File: src/rtl/matrix_8_8_sequencer_if.sv
// Bus bundle between the element source, the Matrix_8_8 row store and the
// downstream DCT stage. The master modport is the sequencer's view.
interface matrix_8_8_sequencer_if #(
    parameter int unsigned DATA_W = 32,
    parameter int unsigned ADDR_W = 5
);
    // element stream in
    logic                in_valid;
    logic                in_ready;
    logic [DATA_W-1:0]   in_data;

    // Matrix_8_8 row store port
    logic [DATA_W-1:0]   W0, W1, W2, W3, W4, W5, W6, W7;
    logic [ADDR_W-1:0]   address;
    logic                rw;
    logic [DATA_W-1:0]   R0, R1, R2, R3, R4, R5, R6, R7;

    // vector stream out
    logic                out_valid;
    logic                out_ready;
    logic [8*DATA_W-1:0] out_data;
    logic [2:0]          out_index;
    logic                out_last;

    modport master (
        input  in_valid, in_data,
        output in_ready,
        output W0, W1, W2, W3, W4, W5, W6, W7, address, rw,
        input  R0, R1, R2, R3, R4, R5, R6, R7,
        output out_valid, out_data, out_index, out_last,
        input  out_ready
    );

    modport slave (
        output in_valid, in_data,
        input  in_ready,
        input  W0, W1, W2, W3, W4, W5, W6, W7, address, rw,
        output R0, R1, R2, R3, R4, R5, R6, R7,
        input  out_valid, out_data, out_index, out_last,
        output out_ready
    );
endinterface

File: src/rtl/matrix_8_8_sequencer.sv
// Matrix_8_8 initiator: packs a serial element stream into 8-element rows,
// writes an 8x8 block into the row store, then reads it back as eight
// 8-word vectors for the DCT stage.
// Build option: define MATRIX_SEQ_TRANSPOSE_EN to read the block back as
// columns (transpose); leave it undefined to read it back as rows.
module matrix_8_8_sequencer #(
    parameter int unsigned DATA_W = 32,
    parameter int unsigned ADDR_W = 5
) (
    input  logic                     clk,
    input  logic                     reset,
    matrix_8_8_sequencer_if.master   bus
);

`ifdef MATRIX_SEQ_TRANSPOSE_EN
    // column addresses 8-15 return one element from every row
    localparam logic [ADDR_W-1:0] RD_BASE = ADDR_W'(8);
`else
    // row addresses 0-7 return the rows as written
    localparam logic [ADDR_W-1:0] RD_BASE = ADDR_W'(0);
`endif

    typedef enum logic [2:0] {
        FILL   = 3'd0,
        WR     = 3'd1,
        RD_REQ = 3'd2,
        RD_CAP = 3'd3,
        EMIT   = 3'd4
    } state_t;

    state_t            state;
    logic [2:0]        col;
    logic [2:0]        row;
    logic [2:0]        rd;
    logic [DATA_W-1:0] row_buf [8];

    // Row buffer doubles as the W0..W7 output register; rw is only high in WR
    assign bus.W0 = row_buf[0];
    assign bus.W1 = row_buf[1];
    assign bus.W2 = row_buf[2];
    assign bus.W3 = row_buf[3];
    assign bus.W4 = row_buf[4];
    assign bus.W5 = row_buf[5];
    assign bus.W6 = row_buf[6];
    assign bus.W7 = row_buf[7];

    // Sequencer FSM; in_ready/rw/address are registered alongside the state
    always_ff @(posedge clk) begin
        if (reset) begin
            state         <= FILL;
            col           <= 3'd0;
            row           <= 3'd0;
            rd            <= 3'd0;
            for (int k = 0; k < 8; k++) begin
                row_buf[k] <= '0;
            end
            bus.in_ready  <= 1'b0;
            bus.rw        <= 1'b0;
            bus.address   <= '0;
            bus.out_valid <= 1'b0;
            bus.out_data  <= '0;
            bus.out_index <= 3'd0;
            bus.out_last  <= 1'b0;
        end else begin
            case (state)
                FILL: begin
                    bus.in_ready <= 1'b1;
                    if (bus.in_valid && bus.in_ready) begin
                        row_buf[col] <= bus.in_data;
                        if (col == 3'd7) begin
                            state        <= WR;
                            bus.in_ready <= 1'b0;
                            bus.rw       <= 1'b1;
                            bus.address  <= ADDR_W'(row);
                        end else begin
                            col <= col + 3'd1;
                        end
                    end
                end

                WR: begin
                    bus.rw <= 1'b0;
                    col    <= 3'd0;
                    row    <= row + 3'd1;
                    if (row == 3'd7) begin
                        state       <= RD_REQ;
                        rd          <= 3'd0;
                        bus.address <= RD_BASE;
                    end else begin
                        state        <= FILL;
                        bus.address  <= '0;
                        bus.in_ready <= 1'b1;
                    end
                end

                RD_REQ: begin
                    state       <= RD_CAP;
                    bus.address <= '0;
                end

                RD_CAP: begin
                    bus.out_data  <= {bus.R7, bus.R6, bus.R5, bus.R4,
                                      bus.R3, bus.R2, bus.R1, bus.R0};
                    bus.out_index <= rd;
                    bus.out_last  <= (rd == 3'd7);
                    bus.out_valid <= 1'b1;
                    state         <= EMIT;
                end

                EMIT: begin
                    if (bus.out_ready) begin
                        bus.out_valid <= 1'b0;
                        if (rd == 3'd7) begin
                            state        <= FILL;
                            row          <= 3'd0;
                            bus.in_ready <= 1'b1;
                        end else begin
                            rd          <= rd + 3'd1;
                            state       <= RD_REQ;
                            bus.address <= RD_BASE + ADDR_W'(rd + 3'd1);
                        end
                    end
                end

                default: begin
                    state <= FILL;
                end
            endcase
        end
    end

endmodule
File: src/flat_wrapper.sv
// flat-port wrapper written by rule: the top's interface ports become plain ports
module matrix_8_8_sequencer_flat 
#(
    parameter int unsigned DATA_W = 32,
    parameter int unsigned ADDR_W = 5
)
  (clk, reset, bus_in_valid, bus_in_data, bus_in_ready, bus_W0, bus_W1, bus_W2, bus_W3, bus_W4, bus_W5, bus_W6, bus_W7, bus_address, bus_rw, bus_R0, bus_R1, bus_R2, bus_R3, bus_R4, bus_R5, bus_R6, bus_R7, bus_out_valid, bus_out_data, bus_out_index, bus_out_last, bus_out_ready);
  matrix_8_8_sequencer_if #(.DATA_W(DATA_W), .ADDR_W(ADDR_W)) bus_i ();
  input  logic clk;
  input  logic reset;
  input wire logic [$bits(bus_i.in_valid)-1:0] bus_in_valid;
  input wire logic [$bits(bus_i.in_data)-1:0] bus_in_data;
  output wire logic [$bits(bus_i.in_ready)-1:0] bus_in_ready;
  output wire logic [$bits(bus_i.W0)-1:0] bus_W0;
  output wire logic [$bits(bus_i.W1)-1:0] bus_W1;
  output wire logic [$bits(bus_i.W2)-1:0] bus_W2;
  output wire logic [$bits(bus_i.W3)-1:0] bus_W3;
  output wire logic [$bits(bus_i.W4)-1:0] bus_W4;
  output wire logic [$bits(bus_i.W5)-1:0] bus_W5;
  output wire logic [$bits(bus_i.W6)-1:0] bus_W6;
  output wire logic [$bits(bus_i.W7)-1:0] bus_W7;
  output wire logic [$bits(bus_i.address)-1:0] bus_address;
  output wire logic [$bits(bus_i.rw)-1:0] bus_rw;
  input wire logic [$bits(bus_i.R0)-1:0] bus_R0;
  input wire logic [$bits(bus_i.R1)-1:0] bus_R1;
  input wire logic [$bits(bus_i.R2)-1:0] bus_R2;
  input wire logic [$bits(bus_i.R3)-1:0] bus_R3;
  input wire logic [$bits(bus_i.R4)-1:0] bus_R4;
  input wire logic [$bits(bus_i.R5)-1:0] bus_R5;
  input wire logic [$bits(bus_i.R6)-1:0] bus_R6;
  input wire logic [$bits(bus_i.R7)-1:0] bus_R7;
  output wire logic [$bits(bus_i.out_valid)-1:0] bus_out_valid;
  output wire logic [$bits(bus_i.out_data)-1:0] bus_out_data;
  output wire logic [$bits(bus_i.out_index)-1:0] bus_out_index;
  output wire logic [$bits(bus_i.out_last)-1:0] bus_out_last;
  input wire logic [$bits(bus_i.out_ready)-1:0] bus_out_ready;
  assign bus_i.in_valid = bus_in_valid;
  assign bus_i.in_data = bus_in_data;
  assign bus_in_ready = bus_i.in_ready;
  assign bus_W0 = bus_i.W0;
  assign bus_W1 = bus_i.W1;
  assign bus_W2 = bus_i.W2;
  assign bus_W3 = bus_i.W3;
  assign bus_W4 = bus_i.W4;
  assign bus_W5 = bus_i.W5;
  assign bus_W6 = bus_i.W6;
  assign bus_W7 = bus_i.W7;
  assign bus_address = bus_i.address;
  assign bus_rw = bus_i.rw;
  assign bus_i.R0 = bus_R0;
  assign bus_i.R1 = bus_R1;
  assign bus_i.R2 = bus_R2;
  assign bus_i.R3 = bus_R3;
  assign bus_i.R4 = bus_R4;
  assign bus_i.R5 = bus_R5;
  assign bus_i.R6 = bus_R6;
  assign bus_i.R7 = bus_R7;
  assign bus_out_valid = bus_i.out_valid;
  assign bus_out_data = bus_i.out_data;
  assign bus_out_index = bus_i.out_index;
  assign bus_out_last = bus_i.out_last;
  assign bus_i.out_ready = bus_out_ready;
  matrix_8_8_sequencer #(.DATA_W(DATA_W), .ADDR_W(ADDR_W)) u_core (.clk(clk), .reset(reset), .bus(bus_i));
endmodule
File: config.mk
export PLATFORM = sky130hd
export DESIGN_NAME = matrix_8_8_sequencer_flat
export DESIGN_NICKNAME = d
export VERILOG_FILES = /design/src/rtl/matrix_8_8_sequencer_if.sv /design/src/rtl/matrix_8_8_sequencer.sv /design/src/flat_wrapper.sv
export SDC_FILE = /design/constraint.sdc
export NUM_CORES = 1
export LEC_CHECK = 0
export BUFFER_PORTS_ARGS = -buffer_cell sky130_fd_sc_hd__buf_2
export CORE_AREA = 2 2 314 316
export CTS_BUF_LIST = sky130_fd_sc_hd__clkbuf_16
export CTS_CLUSTER_SIZE = 20
export DETAILED_ROUTE_END_ITERATION = 6
export DIE_AREA = 0 0 316 318
export SYNTH_ARGS = -nofsm -noshare
export SYNTH_HDL_FRONTEND = slang
export SYNTH_SLANG_ARGS = --single-unit
File: constraint.sdc
create_clock -name clk -period 3.3 [get_ports clk]
set_input_delay 0.165 -clock clk [delete_from_list [all_inputs] [get_ports clk]]
set_output_delay 0.165 -clock clk [all_outputs]
set_load 0.02 [all_outputs]
==> impl_results.md <==
* Die Y at about 320 µm
* Hold Vio Cnt, Final at 0
* Static Leakage at about 12 nW
* DRT Wirelength at ~73000 µm
* Resize count post-CTS at 0
* Post-layout min period at 2501 ps
* RSZ-0062 raised after global routing: no
* TNS Setup at 0 ps
* Final antenna-violating net count at 0
* CTS tree: done
* Max clock buf depth at 3
* Logic pwr share at 7.2%
* Xor/xnor share of the synthesized area at 0%
* Clock share of power at between 40 and 50%
* Port Buf Inserts at 814
* Switching pwr at around 3.4 mW
* Crit. End Element: register
* Starting Density at a little under 20%
* Mapped Cells at 1869
* Fin crit share at between 70% and 80%
* Post-synthesis simple-gate area fraction at around 18%
* Non-filler cells, final at between 4000 and 5000
* I/O pin total at 816
* Worst Path Max Fanout at 19
* Critical Path AT at between 2000 and 3000 ps
* Synthesis-to-layout area growth at 55.44%
* DR vias/cell at around 4
* First-pass GRT wire length at ~110000 µm
* Htree depth at 2
* Worst-Margin Slew at 837.6 ps
* Status: finished, final reports clean
* Cell taking the most area after synthesis: edfxtp_1
* Max Clock Freq at around 400 MHz
* Cell Int Power at around 11 mW
* Net Count, Synth at between 2000 and 2500
* PwrDens at 503.7 mW/mm²
* Mux share of post-synthesis cell area at 0.2642%
* Ys Warns at 0
* Placed inst area at about 0.025 mm²
* Clock sinks at ~540
* Maximum resistive drop on vdd at around 0.00042 V
* Net Sw Frac at 22.98%
* Worst-Skew Late Latency at roughly 640 ps
* Seq/Total Area, Yosys at a little over two thirds
* Setup-failing EPs final at 0
* Post-synthesis compound-gate area fraction at 8.256%
* Row count at roughly 120
* Width of the die at 316 µm
* Final Max Tran Viols at 0
* Die area at 0.1005 mm²
* Hold-fix buffers, CTS at between 200 and 300
* Area share of fa/ha/maj cells after synthesis at 0.3963%
* 1st-iter DRT viols at 1400
* Synth Cell Area at 0.01894 mm²
* Clock transition at path regs at approximately 60 ps
* Tot GR Track Use at 13.96%
* DP HPWL at around 52000 µm
* Hold crit path type: input port to register
* Top cells by area, synth: edfxtp_1 (41%), dfxtp_1 (29%), nand2_1 (12%)
* Final Cell Area at about 0.03 mm²
* Sequential power share at between 40 and 50%
* Hold_ws at just over 50 ps
* Post-synth cell types at 36
* Initial antenna violation count at 12
* Fraction of layout cells with a size suffix above 1 at 31.69%
* Nets at approximately 3200
* Inst Count DP at 3875
* Placer congestion estimate at 0.8288
* DR WL/cell at ~17 µm
* Gr ovfl total at 0
* Vias in the first global route at 17227
* Crit start category: register
* Largest net degree at the start of global routing at between 100 and 150
* Yosys reg bits at 535
* Drt pass-1 iters at 5
* Top-area cell type share of the netlist area at roughly two fifths
* Post-synthesis average cell area at 10.14 µm²
* Clock skew at between 15 and 20 ps
* Crit path kind: register to register
* TritonCTS Buffers at between 60 and 70
* Setup bufs post-CTS at 0
* Slew headroom at 44.16%
* Vias post-DR at between 15000 and 20000
* DRC Markers at 0
* Largest family of logic cells by synthesized area: simple AND/OR/NAND/NOR gates
* Core outline area at between 0.09 and 0.1 mm²
* Max cap viols at 0
* Root Driver: clkbuf_16
* Worst EP required at between 3000 and 4000 ps
## stage by stage
step,setup WS (ps),power [mW],utilization (%)
final,799.1,14.83,30.23
after global routing,655.4,15.38,30.22
after CTS,788.2,15.04,30.21
after detailed placement,802.8,8.039,25.24
after global placement,845.7,8.036,25.24
after floorplan,122.3,7.586,-
## per-layer routing
| metal | vias to the layer above | track usage [%] | routed length (µm) | share of wire (%) |
|---|---|---|---|---|
| li1 | 8333 | - | - | - |
| met1 | 8157 | 15.77 | 27870 | 38 |
| met2 | 841 | 24.50 | 36390 | 50 |
| met3 | 153 | 3.769 | 5971 | 8.1 |
| met4 | 8 | 5.961 | 3106 | 4.2 |
| met5 | - | 0 | 53 | 0.072 |
## kinds of logic (layout without fill, tap and decap cells)
kind of cell,Yosys count,count (layout)
AOI/OAI and AO/OA,301,301
adders and majority gates,6,6
buffers and inverters,134,1253
DFF,535,535
muxes,5,5
other,1,9
and+or+nand+nor,887,887
## power groups by stage
stage | Combinational (mW) | Sequential, mW | Clock (mW)
2_1_floorplan | 0.166 | 7.42 | 0
4_1_cts | 1.07 | 7.11 | 6.86
5_1_grt | 1.13 | 7.12 | 7.13
3_3_place_gp | 0.784 | 7.25 | 0
6_report | 1.06 | 7.11 | 6.66
3_5_place_dp | 0.786 | 7.25 | 0
## synth_stat cells
cell / instances
nand2_1: 587
dfxtp_1: 279
nor2_1: 274
a21oi_1: 272
edfxtp_1: 256
clkbuf_1: 82
buf_2: 44
o21bai_1: 8
ha_1: 6
nor3_1: 6
o21ai_0: 6
mux2i_1: 5
a211oi_1: 4
a22oi_1: 4
and3_1: 4
inv_1: 4
nand3b_1: 4
nand3_1: 3
a21o_1: 2
a31oi_1: 2
buf_1: 2
a311o_1: 1
and3b_1: 1
buf_4: 1
clkinv_1: 1
conb_1: 1
nand2b_1: 1
nand4_1: 1
nand4b_1: 1
nand4bb_1: 1
nor2_2: 1
nor3_4: 1
o211ai_1: 1
o21a_1: 1
or3_4: 1
or3b_2: 1
## registers in the layout, summed over array words and instances (netlist names), 3 cells and up
register	cells
u_core.rd	3
u_core.state	3
u_core.bus.address	4
u_core.bus.out_index	3
u_core.col	3
u_core.row	3
u_core.row_buf	256
u_core.bus.out_data	256
## worst paths after layout
path                       startpoint                        to  slack, ps  depth (start not counted)
min reg2reg  u_core.bus.out_data[168]  u_core.bus.out_data[168]        450                          2
min                   bus_in_data[13]     u_core.row_buf[5][13]         50                          3
max reg2reg           u_core.state[1]      u_core.row_buf[4][0]        800                          5
max                   u_core.state[1]      u_core.row_buf[4][0]        800                          5
## layout make-up
cell class	instances	area [µm²]
inverter	5	18.77
clock inverter	51	429.2
clock buffer	61	1526
fill	10040	67970
tap	1287	1610
antenna	8	20.02
timing repair buffer	1136	7335
sequential	535	13270
multi-input combinational	1200	5231
## critical path, cell delays in order, from the launching register on
cell	delay (ps)
dfxtp_1	480
or3_4	440
nor3_4	240
nand3b_1	270
o21bai_4	500
buf_12	240
## cell usage in the layout, fill, tap and decap left out, types with 23 or more instances in the layout
cell and count:
clkbuf_16 61, nand2_1 586, buf_2 813, a21oi_1 272, dlygate4sd3_1 288, edfxtp_1 256
dfxtp_1 278, buf_4 25, nor2_1 274, inv_1 23
Power figures use the tool's default switching activity.
